<file path="config.mk">
export PLATFORM = sky130hd
export DESIGN_NAME = line_draw_scheduler
export DESIGN_NICKNAME = d
export VERILOG_FILES = /design/src/rtl/line_sched_pkg.sv /design/src/rtl/rr_arbiter2.sv /design/src/rtl/line_draw_scheduler.sv
export SDC_FILE = /design/constraint.sdc
export NUM_CORES = 1
export LEC_CHECK = 0
export BUFFER_PORTS_ARGS = -buffer_cell sky130_fd_sc_hd__buf_2
export CAP_MARGIN = 15
export CORE_AREA = 2 2 128 130
export DETAILED_ROUTE_END_ITERATION = 16
export DIE_AREA = 0 0 130 132
export HOLD_SLACK_MARGIN = 0.02
export PLACE_DENSITY = 0.71
export SLEW_MARGIN = 40
export SYNTH_ARGS = -nofsm -noshare
export SYNTH_HDL_FRONTEND = slang
export SYNTH_HIERARCHICAL = 1
export SYNTH_SLANG_ARGS = --single-unit
</file>
<file path="constraint.sdc">
create_clock -name clk -period 14 [get_ports clk]
set_input_delay 0 -clock clk [delete_from_list [all_inputs] [get_ports clk]]
set_output_delay 0 -clock clk [all_outputs]
set_load 0.03 [all_outputs]
</file>
<file path="src/rtl/line_sched_pkg.sv">
// Shared types and helpers for the line-draw scheduler: FSM states, coordinate width,
// and the unsigned absolute difference used for line-length computation.
package line_sched_pkg;

  localparam int unsigned CW   = 11;
  localparam int unsigned NREQ = 2;

  typedef enum logic [1:0] {
    IDLE = 2'd0,
    LOAD = 2'd1,
    DRAW = 2'd2,
    DONE = 2'd3
  } state_e;

  function automatic logic [CW-1:0] abs_diff(input logic [CW-1:0] a, input logic [CW-1:0] b);
    return (a >= b) ? CW'(a - b) : CW'(b - a);
  endfunction

endpackage

</file>
<file path="src/rtl/rr_arbiter2.sv">
// Two-way round-robin arbiter: a lone request wins outright, a tie goes to the
// requester that was not granted last.
module rr_arbiter2 (
  input  logic [1:0] req_i,
  input  logic       last_grant_i,
  output logic [1:0] grant_o
);

  always_comb begin
    grant_o = 2'b00;
    case (req_i)
      2'b01:   grant_o = 2'b01;
      2'b10:   grant_o = 2'b10;
      2'b11:   grant_o = last_grant_i ? 2'b01 : 2'b10;
      default: grant_o = 2'b00;
    endcase
  end

endmodule

</file>
<file path="src/rtl/line_draw_scheduler.sv">
// Front end for the Bresenham line drawer: arbitrates two command ports, resets the
// drawer per line, streams exactly len+1 pixels and pulses done to the owner.
module line_draw_scheduler #(
  parameter int unsigned CW   = line_sched_pkg::CW,
  parameter int unsigned NREQ = line_sched_pkg::NREQ
) (
  input  logic               clk,
  input  logic               reset,
  input  logic [NREQ-1:0]    req_valid,
  output logic [NREQ-1:0]    req_ready,
  input  logic [NREQ*CW-1:0] req_x0,
  input  logic [NREQ*CW-1:0] req_y0,
  input  logic [NREQ*CW-1:0] req_x1,
  input  logic [NREQ*CW-1:0] req_y1,
  input  logic [NREQ-1:0]    req_color,
  output logic [NREQ-1:0]    done,
  output logic               busy,
  output logic               ld_reset,
  output logic [CW-1:0]      ld_x0,
  output logic [CW-1:0]      ld_y0,
  output logic [CW-1:0]      ld_x1,
  output logic [CW-1:0]      ld_y1,
  input  logic [CW-1:0]      ld_x,
  input  logic [CW-1:0]      ld_y,
  output logic               pix_valid,
  output logic [CW-1:0]      pix_x,
  output logic [CW-1:0]      pix_y,
  output logic               pix_color
);

  import line_sched_pkg::*;

  state_e        state_q, state_d;
  logic          last_grant_q, last_grant_d;
  logic          gnt_q, gnt_d;
  logic          color_q, color_d;
  logic [CW-1:0] x0_q, x0_d, y0_q, y0_d, x1_q, x1_d, y1_q, y1_d;
  logic [CW-1:0] len_q, len_d, cnt_q, cnt_d;

  logic [1:0]    grant_c;
  logic          gidx_c, accept_c, sel_color_c;
  logic [CW-1:0] sel_x0_c, sel_y0_c, sel_x1_c, sel_y1_c, dx_c, dy_c;

  rr_arbiter2 u_arb (
    .req_i        (req_valid),
    .last_grant_i (last_grant_q),
    .grant_o      (grant_c)
  );

  // Ready is offered only in IDLE and never while reset is held.
  assign req_ready   = (state_q == IDLE && reset) ? grant_c : '0;
  assign accept_c    = |(req_valid & req_ready);
  assign gidx_c      = grant_c[1];
  assign sel_x0_c    = gidx_c ? req_x0[CW +: CW] : req_x0[0 +: CW];
  assign sel_y0_c    = gidx_c ? req_y0[CW +: CW] : req_y0[0 +: CW];
  assign sel_x1_c    = gidx_c ? req_x1[CW +: CW] : req_x1[0 +: CW];
  assign sel_y1_c    = gidx_c ? req_y1[CW +: CW] : req_y1[0 +: CW];
  assign sel_color_c = gidx_c ? req_color[1] : req_color[0];
  assign dx_c        = abs_diff(sel_x0_c, sel_x1_c);
  assign dy_c        = abs_diff(sel_y0_c, sel_y1_c);

  always_ff @(posedge clk or negedge reset) begin
    if (!reset) begin
      state_q      <= IDLE;
      last_grant_q <= 1'b1;
      gnt_q        <= 1'b0;
      color_q      <= 1'b0;
      x0_q         <= '0;
      y0_q         <= '0;
      x1_q         <= '0;
      y1_q         <= '0;
      len_q        <= '0;
      cnt_q        <= '0;
    end else begin
      state_q      <= state_d;
      last_grant_q <= last_grant_d;
      gnt_q        <= gnt_d;
      color_q      <= color_d;
      x0_q         <= x0_d;
      y0_q         <= y0_d;
      x1_q         <= x1_d;
      y1_q         <= y1_d;
      len_q        <= len_d;
      cnt_q        <= cnt_d;
    end
  end

  always_comb begin
    state_d      = state_q;
    last_grant_d = last_grant_q;
    gnt_d        = gnt_q;
    color_d      = color_q;
    x0_d         = x0_q;
    y0_d         = y0_q;
    x1_d         = x1_q;
    y1_d         = y1_q;
    len_d        = len_q;
    cnt_d        = cnt_q;
    busy         = (state_q != IDLE);
    ld_reset     = 1'b0;
    pix_valid    = 1'b0;
    done         = '0;

    case (state_q)
      IDLE: begin
        if (accept_c) begin
          gnt_d        = gidx_c;
          last_grant_d = gidx_c;
          color_d      = sel_color_c;
          x0_d         = sel_x0_c;
          y0_d         = sel_y0_c;
          x1_d         = sel_x1_c;
          y1_d         = sel_y1_c;
          len_d        = (dx_c > dy_c) ? dx_c : dy_c;
          state_d      = LOAD;
        end
      end
      LOAD: begin
        ld_reset = 1'b1;
        cnt_d    = '0;
        state_d  = DRAW;
      end
      DRAW: begin
        // The count stops at len, so it cannot wrap even for a 2047-pixel span.
        pix_valid = 1'b1;
        if (cnt_q == len_q) begin
          state_d = DONE;
        end else begin
          cnt_d = cnt_q + CW'(1);
        end
      end
      DONE: begin
        done    = NREQ'(1) << gnt_q;
        state_d = IDLE;
      end
      default: state_d = IDLE;
    endcase
  end

  assign ld_x0     = x0_q;
  assign ld_y0     = y0_q;
  assign ld_x1     = x1_q;
  assign ld_y1     = y1_q;
  assign pix_x     = ld_x;
  assign pix_y     = ld_y;
  assign pix_color = color_q;

endmodule

</file>
# Word level (Yosys, flattened, before mapping)
# Cells that the tools add are included.
# totals
latchBits	0
ff_bits	71
elab_cells	57
input_bits	116
mem_bits_rw	0
romBits	0
memories	0
# op_classes
reduce_logical	8
n_shift	1
mul	0
bitwise_logic	1
n_lt_le_gt_ge	3
muxes	19
eq_ne	10
add_sub_neg	5
div_mod_pow	0
# ops
operator	count
$mux W11	8
$sub A11 B11 Y11	4
$ge A11 B11 Y1	2
$pmux W11 S2	1
$add A11 B1 Y11 const B	1
$eq A11 B11 Y1	1
$gt A11 B11 Y1	1
$mux W2	5
$eq A2 B2 Y1 const B	4
$pmux W2 S4	1
$ne A2 B2 Y1 const B	3
$pmux W2 S3	1
$reduce_and A2 Y1	3
$eq A2 B1 Y1 const B	2
$reduce_bool A2 Y1	2
$mux W1	3
$and A2 B2 Y2	1
$logic_not A2 Y1	1
$reduce_or A2 Y1	1
$shl A1 B1 Y2 const A	1
$logic_and A1 B1 Y1	1

# Longest topological paths before layout
# depth
ltp_word	7
depth_mapped	24
mapped_depth_nobuf	21

# By module
# The synthesis kept the hierarchy.
# by_module_without_submodules
module	seq_area_each_um2	cells_each	instances	area_per_inst_um2
line_draw_scheduler	1778.0	734	1	6207.2
rr_arbiter2	0.0	3	1	18.8

# Worst setup path after synthesis
# OpenSTA, ideal clock, no wires.
# synth_timing
path_kind	reg2reg
startpoint	register last_grant_q
endpoint	register len_q[9]
path_buffers	5
path_stages_with_launch	25
setup_time_ns	0.130
required_ns	13.870
path_slack_ns	8.269
arrival_time_ns	5.601
cell_sequence	dfstp_2 > a21boi_0 > clkbuf_1 > clkbuf_1 > mux2i_1 > inv_1 > ha_1 > buf_2 > nand2_2 > nor4_4 > or4_1 > buf_4 > o21ai_4 > mux2_1 > nor2_1 > xnor2_1 > ha_1 > nand4_1 > a211oi_1 > a211oi_1 > or2_2 > clkbuf_1 > or3_1 > o32ai_1 > nor3b_2
# synth_between
elab_chain_len	7
word_cells_on_any_way	20
cone_classes	4 x add/sub; 3 x order compare; 10 x mux; 1 x bitwise; 2 x reduce/logical
# synth_rtl
element	line	source
start, declared	line_draw_scheduler.sv:34	logic last_grant_q, last_grant_d;
start signal, assigned	line_draw_scheduler.sv:76	last_grant_q <= last_grant_d;
$mux W2 *	rr_arbiter2.sv:14	2'b11: grant_o = last_grant_i ? 2'b01 : 2'b10;
$pmux W2 S3 *	rr_arbiter2.sv:11	case (req_i)
net grant_c[1]	line_draw_scheduler.sv:40	logic [1:0] grant_c;
$mux W11 *	line_draw_scheduler.sv:56	assign sel_x1_c = gidx_c ? req_x1[CW +: CW] : req_x1[0 +: CW];
net sel_x1_c[4]	line_draw_scheduler.sv:42	logic [CW-1:0] sel_x0_c, sel_y0_c, sel_x1_c, sel_y1_c, dx_c, dy_c;
$sub A11 B11 Y11 or $ge A11 B11 Y1 (tied branches)	line_sched_pkg.sv:16	return (a >= b) ? CW'(a - b) : CW'(b - a);
$mux W11 *	line_sched_pkg.sv:16	
$gt A11 B11 Y1	line_draw_scheduler.sv:114	len_d = (dx_c > dy_c) ? dx_c : dy_c;
$mux W11 *	line_draw_scheduler.sv:114	
end signal, assigned	line_draw_scheduler.sv:83	len_q <= len_d;
end, declared	line_draw_scheduler.sv:38	logic [CW-1:0] len_q, len_d, cnt_q, cnt_d;
# Mark *: on every way through the listed nets, which the timed path passes. The rest lies on a longest branch.
# A chain may end at the register's enable or synchronous reset.

# Final worst setup path
# Same ends and word-level chain as after synthesis.

==> results.tsv <==
stage	metric	value	unit
run_status	status	finished clean	
synth	synth_cell_type_count	74	
synth	yosysSeqAreaShare	28.6	%
synth	yosysMostFrequentCell	a21oi_1	
finish	utilization	50.9	%
timing	clock.fmax	156	MHz
timing	timing.hold.ws	0.0140	ns
placed_design	pre_cts_slack	7.68	ns
timing	hold_viol	0	
finish	nets	1086	
setup_path	timing.critical_path.slowest_stage_cell	or4_1	
route	vias_per_cell	5.34	
timing	tns	0	ns
clocking	cts_sinks	71	
synth	synth.area.top_cells	dfrtp_1 28%, ha_1 12%, mux2i_1 8.2%, a21oi_1 6.7%, nor2_1 4.5%	
clocking	ctsRootBufferMaster	clkbuf_16	
route	drc	0	
grt	antenna_found_initial	0	
synth	synth_top_area_cell	dfrtp_1	
timing	rsz0062_at_grt	no	
timing	worstMarginPinSlew	0.741	ns
route	wl_per_cell	15.3	um
setup_path	critical_path_required	14.22	ns
clocking	cts_tree	yes	
placed_design	dp_cells	1041	
power	irDropWorstVdd	0.117	mV
timing	setup_violations	0	
job	max_cap_violations	0	
setup_path	startpoint_type	flop	
die	dieArea	17200	um^2
placed_design	dpl_cell_area	6950	um^2
die	row_count	46	
die	dieWidth	130	um
finish	drive_gt1_share	20.4	%
setup_path	worstSetupEndpointType	flop	
die	start_util	39.6	%
synth	syn_nets	915	
grt	grt_pass1_wl	28300	um
clocking	clk_pin_slew	0.06	ns
finish	area_delta_synth_final	28.4	%
route	drt-initial-drc-count	456	
route	via_count	6028	
power	power_density	189	nW/um^2
timing	maxSlewHeadroom	50.5	%
route	detail-route-antenna-nets	0	
clocking	cts-resized-gates	0	
synth	synthArstFlopShare	100	%
synth	synth_commonest_cells	83 x a21oi_1, 75 x nor2_1, 70 x dfrtp_1	
grt	grt_max_degree	59	
synth	synth_top_area_share	28.1	%
die	core	15700	um^2
timing	fin_ws	7.57	ns
timing	final.setup_skew	0.00831	ns
synth	ys_seq_elements	71	
power	leakage	3.87	nW
timing	slew_viol_final	0	
die	die_h	132	um
grt	grt_overflow	0	
setup_path	path_class	flop to flop	
finish	stdcell_area	7990	um^2
placed_design	place_congestion	0.964	
route	wirelength	17200	um
clocking	cts-htree-levels	3	
timing	period_needed	6.43	ns
synth	netlist_area	6230	um^2
worst_hold_path	hp-class	input port to flop	
placed_design	hpwlAfterDp	12400	um
synth	syn_avg_cell_area	8.45	um^2
power	power	1.51	mW
placed_design	portBuffers	145	
synth	ys.flop_type	dfrtp_1	
clocking	clock_latency	0.35	ns
setup_path	path_cells	a21boi_4 -> buf_4 -> mux2i_1 -> inv_1 -> ha_1 -> nand2_1 -> nor4_4 -> or4_1 -> o21ai_4 -> mux2_1 -> nor2_1 -> xnor2_1 -> ha_1 -> nand4_1 -> a211oi_1 -> a211oi_1 -> or2_2 -> or3_1 -> o32ai_1 -> nor3b_2	
finish	n_antenna_cell	0	
die	ios	190	
clocking	ctsLongestPathBuffers	2	
synth	synth_warnings	6	
finish	fin_cells	1129	
setup_path	crit_path_max_incr_delay	0.63	ns
synth	synth_edf_count	0	
setup_path	crit_fanout	32	
route	first_pass_iters	5	
synth	synthCells	737	
timing	period_share	45.9	%
grt	grt_pass1_vias	5821	
setup_path	critical_path_arrival	6.65	ns
clocking	cts_buffers	9	
grt	grt_usage	20.2	%
[final timing paths]
| check | startpoint | endpoint | slack, ns | cells past startpoint |
|---|---|---|---|---|
| setup / recovery | last_grant_q | len_q[9] | 7.57 | 20 |
| hold / removal | req_x1[7] | ld_x1[7] | 0.01 | 3 |
| setup reg to reg | last_grant_q | len_q[9] | 7.57 | 20 |
| hold reg to reg | pix_color | pix_color | 0.48 | 2 |
| max in group asynchronous | reset | ld_y1[6] | 13.15 | 3 |
| min in group asynchronous | reset | ld_y0[3] | 0.08 | 2 |
[flip-flops by register name, summed over array words and instances (netlist names)]
| name | count |
|---|---|
| cnt_q | 11 |
| gnt_q | 1 |
| last_grant_q | 1 |
| ld_x0 | 11 |
| ld_x1 | 11 |
| ld_y0 | 11 |
| ld_y1 | 11 |
| len_q | 11 |
| pix_color | 1 |
| state_q | 2 |
[layout by cell type, fill, tap and decap left out, types with 5 or more instances in the layout]
| cell type | n |
|---|---|
| a211oi_1 | 8 |
| a21o_1 | 11 |
| a21oi_1 | 83 |
| a221oi_1 | 5 |
| and2_1 | 5 |
| and3_1 | 8 |
| buf_2 | 144 |
| clkbuf_16 | 9 |
| dfrtp_1 | 70 |
| dlygate4sd3_1 | 72 |
| ha_1 | 58 |
| inv_1 | 65 |
| mux2i_1 | 51 |
| nand2_1 | 41 |
| nand3_1 | 18 |
| nand4_1 | 5 |
| nor2_1 | 75 |
| nor2b_1 | 8 |
| nor3_1 | 8 |
| o2111ai_1 | 5 |
| o211a_1 | 5 |
| o21a_1 | 5 |
| o21ai_0 | 29 |
| or2_2 | 5 |
| or3_1 | 7 |
| xnor2_1 | 17 |
| xor2_1 | 7 |
[worst max-delay path: cells and delay by family (launching register included)]
| family | cells | cell delay, ns |
|---|---|---|
| compound gates | 5 | 1.65 |
| xor+xnor | 1 | 0.08 |
| mux | 2 | 0.89 |
| buf+inv | 2 | 0.73 |
| simple gates | 8 | 1.90 |
| flops | 1 | 0.38 |
| fa+ha+maj | 2 | 0.63 |
[cell families after synthesis]
group | count (synthesis) | synth area share (%)
xor+xnor | 24 | 3.38
compound gates | 201 | 21.2
mux | 56 | 9.10
fa+ha+maj | 62 | 12.9
buf+inv | 127 | 9.51
simple gates | 196 | 15.3
flops | 71 | 28.6
[routing by layer]
layer / routed length, um / vias up / global-route usage, % / share of wire, %
met3: 1150 / 40 / 3.65 / 6.7
met2: 8270 / 275 / 33.3 / 48
li1: - / 2914 / - / -
met1: 7380 / 2799 / 26.3 / 43
met4: 438 / 0 / 7.35 / 2.5
met5: 0 / - / 0 / 0
[power by group]
group,switching [mW],internal [mW]
clock network,0.0918,0.156
logic,0.573,0.334
registers,0.0584,0.297
[repair_timing]
item                      4_1_cts  5_1_grt
buffers inserted                0        0
hold buffers                   72        0
hold endpoints to repair       63        0
[final cells by class]
type / instances / area, um^2
clock buffers: 11 / 233
clock inverters: 5 / 82.6
fillers: 1492 / 7720
inverters: 65 / 244
multi-input cells: 539 / 3880
flip-flops and latches: 71 / 1780
well taps: 216 / 270
repair buffers: 222 / 1500
Note: power is estimated with default switching activity, not from simulation.
